### src/rtl/seq_pkg.sv
// ============================================================================
//  Module      : seq_pkg
//  Description : Opcodes, FSM state encoding and immediate width shared by
//                the register-file sequencer. Macro SEQ_CMP_EN enables CMP.
//  Revision    : 1.0 - initial release
// ============================================================================
`default_nettype none

package seq_pkg;

    localparam logic [2:0] OP_MOVI = 3'b000;
    localparam logic [2:0] OP_MOV  = 3'b001;
    localparam logic [2:0] OP_ADD  = 3'b010;
    localparam logic [2:0] OP_AND  = 3'b011;
    localparam logic [2:0] OP_MVN  = 3'b100;
    localparam logic [2:0] OP_CMP  = 3'b101;

    // Immediate width before sign extension to the datapath width
    localparam int IMM_W = 8;

    typedef enum logic [2:0] {
        IDLE  = 3'd0,
        RD_A  = 3'd1,
        RD_B  = 3'd2,
        EXEC  = 3'd3,
        WRITE = 3'd4,
        DONE  = 3'd5
    } seq_state_t;

    function automatic logic op_is_legal(input logic [2:0] op);
`ifdef SEQ_CMP_EN
        return (op <= OP_CMP);
`else
        return (op < OP_CMP);
`endif
    endfunction

endpackage

`default_nettype wire

### src/rtl/seq_alu.sv
// ============================================================================
//  Module      : seq_alu
//  Description : Combinational ALU for the sequencer: result and Z/N/V flags.
//  Revision    : 1.0 - initial release
// ============================================================================
`default_nettype none

module seq_alu
    import seq_pkg::*;
#(
    parameter int DW = 16
) (
    input  logic [2:0]       op,
    input  logic [DW-1:0]    a,
    input  logic [DW-1:0]    b,
    input  logic [IMM_W-1:0] imm,
    output logic [DW-1:0]    result,
    output logic             z,
    output logic             n,
    output logic             v
);

    always_comb begin
        result = '0;
        v      = 1'b0;
        case (op)
            OP_MOVI: result = {{(DW-IMM_W){imm[IMM_W-1]}}, imm};
            OP_MOV:  result = b;
            OP_ADD: begin
                result = a + b;
                v      = (a[DW-1] == b[DW-1]) && (result[DW-1] != a[DW-1]);
            end
            OP_AND:  result = a & b;
            OP_MVN:  result = ~b;
            OP_CMP: begin
                result = a - b;
                v      = (a[DW-1] != b[DW-1]) && (result[DW-1] != a[DW-1]);
            end
            default: result = '0;
        endcase
        z = (result == '0);
        n = result[DW-1];
    end

endmodule

`default_nettype wire

### src/rtl/regfile_sequencer.sv
// ============================================================================
//  Module      : regfile_sequencer
//  Description : Command-driven initiator that reads operands from the 8x16
//                register file, executes, and writes back. SEQ_CMP_EN adds CMP.
//  Revision    : 1.0 - initial release
// ============================================================================
`default_nettype none

module regfile_sequencer
    import seq_pkg::*;
#(
    parameter int DW = 16,
    parameter int AW = 3
) (
    input  logic             clk,
    input  logic             rst_n,
    input  logic             cmd_valid,
    output logic             cmd_ready,
    input  logic [2:0]       cmd_op,
    input  logic [AW-1:0]    cmd_rd,
    input  logic [AW-1:0]    cmd_rn,
    input  logic [AW-1:0]    cmd_rm,
    input  logic [IMM_W-1:0] cmd_imm,
    output logic [AW-1:0]    rf_readnum,
    input  logic [DW-1:0]    rf_data_out,
    output logic [AW-1:0]    rf_writenum,
    output logic             rf_write,
    output logic [DW-1:0]    rf_data_in,
    output logic             done,
    output logic             err,
    output logic             flag_z,
    output logic             flag_n,
    output logic             flag_v
);

    seq_state_t       r_state;
    seq_state_t       w_next;
    logic [2:0]       r_op;
    logic [AW-1:0]    r_rd;
    logic [AW-1:0]    r_rn;
    logic [AW-1:0]    r_rm;
    logic [IMM_W-1:0] r_imm;
    logic             r_illegal;
    logic [DW-1:0]    r_a;
    logic [DW-1:0]    r_b;
    logic [DW-1:0]    r_c;
    logic [AW-1:0]    r_wnum;
    logic             r_z;
    logic             r_n;
    logic             r_v;
    logic [DW-1:0]    w_result;
    logic             w_z;
    logic             w_n;
    logic             w_v;

    seq_alu #(.DW(DW)) u_alu (
        .op     (r_op),
        .a      (r_a),
        .b      (r_b),
        .imm    (r_imm),
        .result (w_result),
        .z      (w_z),
        .n      (w_n),
        .v      (w_v)
    );

    always_comb begin
        w_next = r_state;
        case (r_state)
            IDLE: begin
                if (cmd_valid) begin
                    if (!op_is_legal(cmd_op))
                        w_next = DONE;
                    else if (cmd_op == OP_MOVI)
                        w_next = EXEC;
                    else if (cmd_op == OP_MOV || cmd_op == OP_MVN)
                        w_next = RD_B;
                    else
                        w_next = RD_A;
                end
            end
            RD_A:    w_next = RD_B;
            RD_B:    w_next = EXEC;
            EXEC:    w_next = (r_op == OP_CMP) ? DONE : WRITE;
            WRITE:   w_next = DONE;
            DONE:    w_next = IDLE;
            default: w_next = IDLE;
        endcase
    end

    always_ff @(posedge clk or negedge rst_n) begin
        if (!rst_n) begin
            r_state   <= IDLE;
            r_op      <= '0;
            r_rd      <= '0;
            r_rn      <= '0;
            r_rm      <= '0;
            r_imm     <= '0;
            r_illegal <= 1'b0;
            r_a       <= '0;
            r_b       <= '0;
            r_c       <= '0;
            r_wnum    <= '0;
            r_z       <= 1'b0;
            r_n       <= 1'b0;
            r_v       <= 1'b0;
        end else begin
            r_state <= w_next;
            if (r_state == IDLE && cmd_valid) begin
                r_op      <= cmd_op;
                r_rd      <= cmd_rd;
                r_rn      <= cmd_rn;
                r_rm      <= cmd_rm;
                r_imm     <= cmd_imm;
                r_illegal <= !op_is_legal(cmd_op);
            end
            if (r_state == RD_A)
                r_a <= rf_data_out;
            if (r_state == RD_B)
                r_b <= rf_data_out;
            if (r_state == EXEC) begin
                // CMP only touches flags, so the write-back registers keep
                // presenting the previous write
                if (r_op != OP_CMP) begin
                    r_c    <= w_result;
                    r_wnum <= r_rd;
                end
                if (r_op == OP_ADD || r_op == OP_CMP) begin
                    r_z <= w_z;
                    r_n <= w_n;
                    r_v <= w_v;
                end
            end
        end
    end

    always_comb begin
        rf_readnum = '0;
        if (r_state == RD_A)
            rf_readnum = r_rn;
        else if (r_state == RD_B)
            rf_readnum = r_rm;
    end

    assign cmd_ready   = (r_state == IDLE);
    assign rf_write    = (r_state == WRITE);
    assign rf_writenum = r_wnum;
    assign rf_data_in  = r_c;
    assign done        = (r_state == DONE);
    assign err         = done & r_illegal;
    assign flag_z      = r_z;
    assign flag_n      = r_n;
    assign flag_v      = r_v;

endmodule

`default_nettype wire

### config.mk
export PLATFORM = sky130hd
export DESIGN_NAME = regfile_sequencer
export DESIGN_NICKNAME = d
export VERILOG_FILES = /design/src/rtl/seq_pkg.sv /design/src/rtl/seq_alu.sv /design/src/rtl/regfile_sequencer.sv
export SDC_FILE = /design/constraint.sdc
export NUM_CORES = 1
export LEC_CHECK = 0
export CAP_MARGIN = 20
export CORE_MARGIN = 2
export CORE_UTILIZATION = 61
export DETAILED_ROUTE_END_ITERATION = 8
export PLACE_DENSITY_LB_ADDON = 0.1
export SKIP_CTS_REPAIR_TIMING = 1
export SLEW_MARGIN = 10
export SYNTH_ARGS = -nofsm -noshare
export SYNTH_HDL_FRONTEND = slang
export SYNTH_HIERARCHICAL = 1
export SYNTH_SLANG_ARGS = --single-unit
### constraint.sdc
create_clock -name clk -period 6.2 [get_ports clk]
set_input_delay 0.62 -clock clk [delete_from_list [all_inputs] [get_ports clk]]
set_output_delay 0.62 -clock clk [all_outputs]
set_load 0.05 [all_outputs]
==> metrics <==
ys flop type dfrtp_1; Syn Nets 625; Tightest Hold Check Type primary input to async pin; Placer Congestion 0.968; unrepaired setup endpoints after global routing no; fraction of registers with async set/reset 1.00; Slew headroom 0.293; CTS tree built; Root Buffer clkbuf_8; first-pass GRT wire length 23600 µm; largest family of logic cells by synthesized area compound AO/OA/AOI/OAI gates; Max Fclk 220 MHz; cell area after synthesis 0.00552 mm²; Multi-input gate area 0.00326 mm²; Yosys top cell by area dfrtp_1; Post-Syn Instances 552; critical path's slowest cell dfrtp_1; aggregate global routing overflow 0; # Max-Cap Violations 0; Post-Synth Simple-Gate Area 0.130; post-synth top area share 0.354; setup violators final 0; Rows 34; crit path DAT 4.82 ns; Critical Path, Cell by Cell buf_4, nand2b_1, o221ai_1, a221o_1, or4_1, nor3_1, or4b_1, or4_1, nor4_2, a32oi_1, o211ai_1; vias in the first global route 4664; clock slew at reported path FFs 0.09 ns; Setup TNS Final 0 ns; number of synthesized flops with an enable pin 0; Die Ht 99.1 µm; routed len/inst 19.9 µm; total area of sequential cells 0.00195 mm²; Total GRT Usage 0.300; Synth Area in Adders 0.0799; pin count of the biggest net entering global routing 79; TritonCTS buffer count 9; Starting Density 0.629; FF+latch count, synth 78; CORE AREA 0.00876 mm²; Critical Path Max Stage Delay 0.72 ns; Unique masters post-synth 72; DR vias 4693; Area Overhead vs Synth 15.9%; Post-route DRC 0; drt pass-1 iters 6; Die ar. 0.00982 mm²; most used cell along the critical path or4_1; worst path buffer plus inverter count 1; fin crit period 4.55 ns; share of cells above drive strength 1 0.168; worst-margin pin slew 1.06 ns; initial DRC count 326; delay-heaviest family, CP simple AND/OR/NAND/NOR gates; Worst Setup End Kind flip-flop; port bufs 67; Clock Latency Late Sink 0.35 ns; # IOs 68; Setup CP Type flip-flop to flip-flop; post-synthesis compound-gate area fraction 0.200; final hold viol count 0; final wirelength 14200 µm; vias per inst 6.57; Startpoint Class flip-flop; Layout Nets 674; final slew viol count 0; fillers 664; Clock Tree Buf Depth 2; most common cell after layout, fill and taps aside dfrtp_1; period utilization 0.734; Synth warnings 6; status complete, no violations; clock sinks 78; XOR/XNOR share of the synthesized area 0.00635; antenna viol nets, final 0; initial antenna violation count 0; sequential share of the synthesized area 0.354; H-tree depth 3; largest fanout on the critical path 20; Avg Cell Area, Syn 9.99 µm²; die width 99.1 µm; CP Data Required Time 6.46 ns; mux share of post-synthesis cell area 0.171; clk_skew 0.0141 ns; most frequent cells in the layout dfrtp_1 (78), clkdlybuf4s50_1 (66), mux2_2 (51); hpwl dp 10600 µm; largest cells by area after synthesis dfrtp_1 (35%), mux2_2 (10%), ha_1 (7.3%), a21oi_1 (2.7%), mux2_4 (2.7%); # diodes 0
-- synthesized netlist by cell type, types with 4 or more instances --
cell type / count
nand2_1: 23
dfrtp_1: 78
nor2b_1: 7
mux2_4: 10
o22a_1: 4
ha_1: 32
or4_1: 4
a221o_1: 4
a21o_1: 6
a211oi_1: 7
o2111ai_1: 4
o221a_2: 5
mux2_2: 51
a22o_1: 5
o21bai_1: 5
nand3_1: 10
buf_4: 7
and2_1: 4
o31ai_1: 6
o211ai_1: 7
nor2_1: 34
mux2_1: 10
mux2i_1: 6
and3b_1: 4
clkbuf_1: 17
o22ai_1: 6
nand2b_1: 9
a41oi_1: 5
xnor2_1: 4
inv_1: 35
o221ai_1: 4
o21ai_0: 15
buf_2: 8
nor3_1: 11
a221oi_1: 5
and3_1: 4
a31oi_1: 4
a21oi_1: 30
-- final timing paths --
| path | depth (start not counted) | from | end | slack, ns |
|---|---|---|---|---|
| worst max-delay path | 11 | r_op[0] | flag_z | 1.65 |
| worst min-delay path | 1 | rst_n | rf_data_in[6] | 0.41 |
| worst max register to register | 11 | r_op[0] | flag_z | 1.65 |
| worst min register to register | 1 | r_imm[0] | r_imm[0] | 0.51 |
| max in group asynchronous | 1 | rst_n | r_state[0] | 5.17 |
| min in group clk | 1 | r_imm[0] | r_imm[0] | 0.51 |
-- layout make-up --
| cell class | count | area share |
|---|---|---|
| repair buffers | 74 | 0.116 |
| multi-input cells | 403 | 0.509 |
| inverters | 35 | 0.0205 |
| flip-flops and latches | 78 | 0.305 |
| well taps | 108 | 0.0211 |
| clock inverters | 7 | 0.00861 |
| clock buffers | 9 | 0.0194 |
-- through the flow --
stage / setup WS [ns] / std cells / hold WS (ns) / area [µm²] / util
floorplan: 2.26 / 552 / 0.324 / 5520 / -
global placement: 1.94 / 697 / 0.465 / 6190 / 0.706
detailed placement: 1.71 / 697 / 0.496 / 6190 / 0.706
CTS: 1.71 / 713 / 0.433 / 6370 / 0.727
global route: 1.35 / 714 / 0.493 / 6390 / 0.730
finish: 1.65 / 714 / 0.408 / 6390 / 0.730
-- state kept, by name, indices dropped and copies added (netlist names), 8 cells and up --
signal and count:
r_a 16, r_b 16, rf_data_in 16, r_imm 8
-- logic make-up after synthesis --
group	count (synthesis)
buffers and inverters	71
flip-flops	78
XOR/XNOR	4
AND/OR/NAND/NOR	134
adder cells (fa/ha/maj)	34
multiplexers	79
AO/OA/AOI/OAI	152
-- routing by layer --
metal | global-route usage | vias up | part of all wire
met4 | 0.110 | 0 | 0.028
met5 | 0 | - | 0
met3 | 0.0511 | 47 | 0.084
li1 | - | 2150 | -
met1 | 0.402 | 2249 | 0.42
met2 | 0.492 | 247 | 0.47
Power is not shown: default switching activity piles up to over one toggle a cycle in this logic, so the estimate is an artifact.
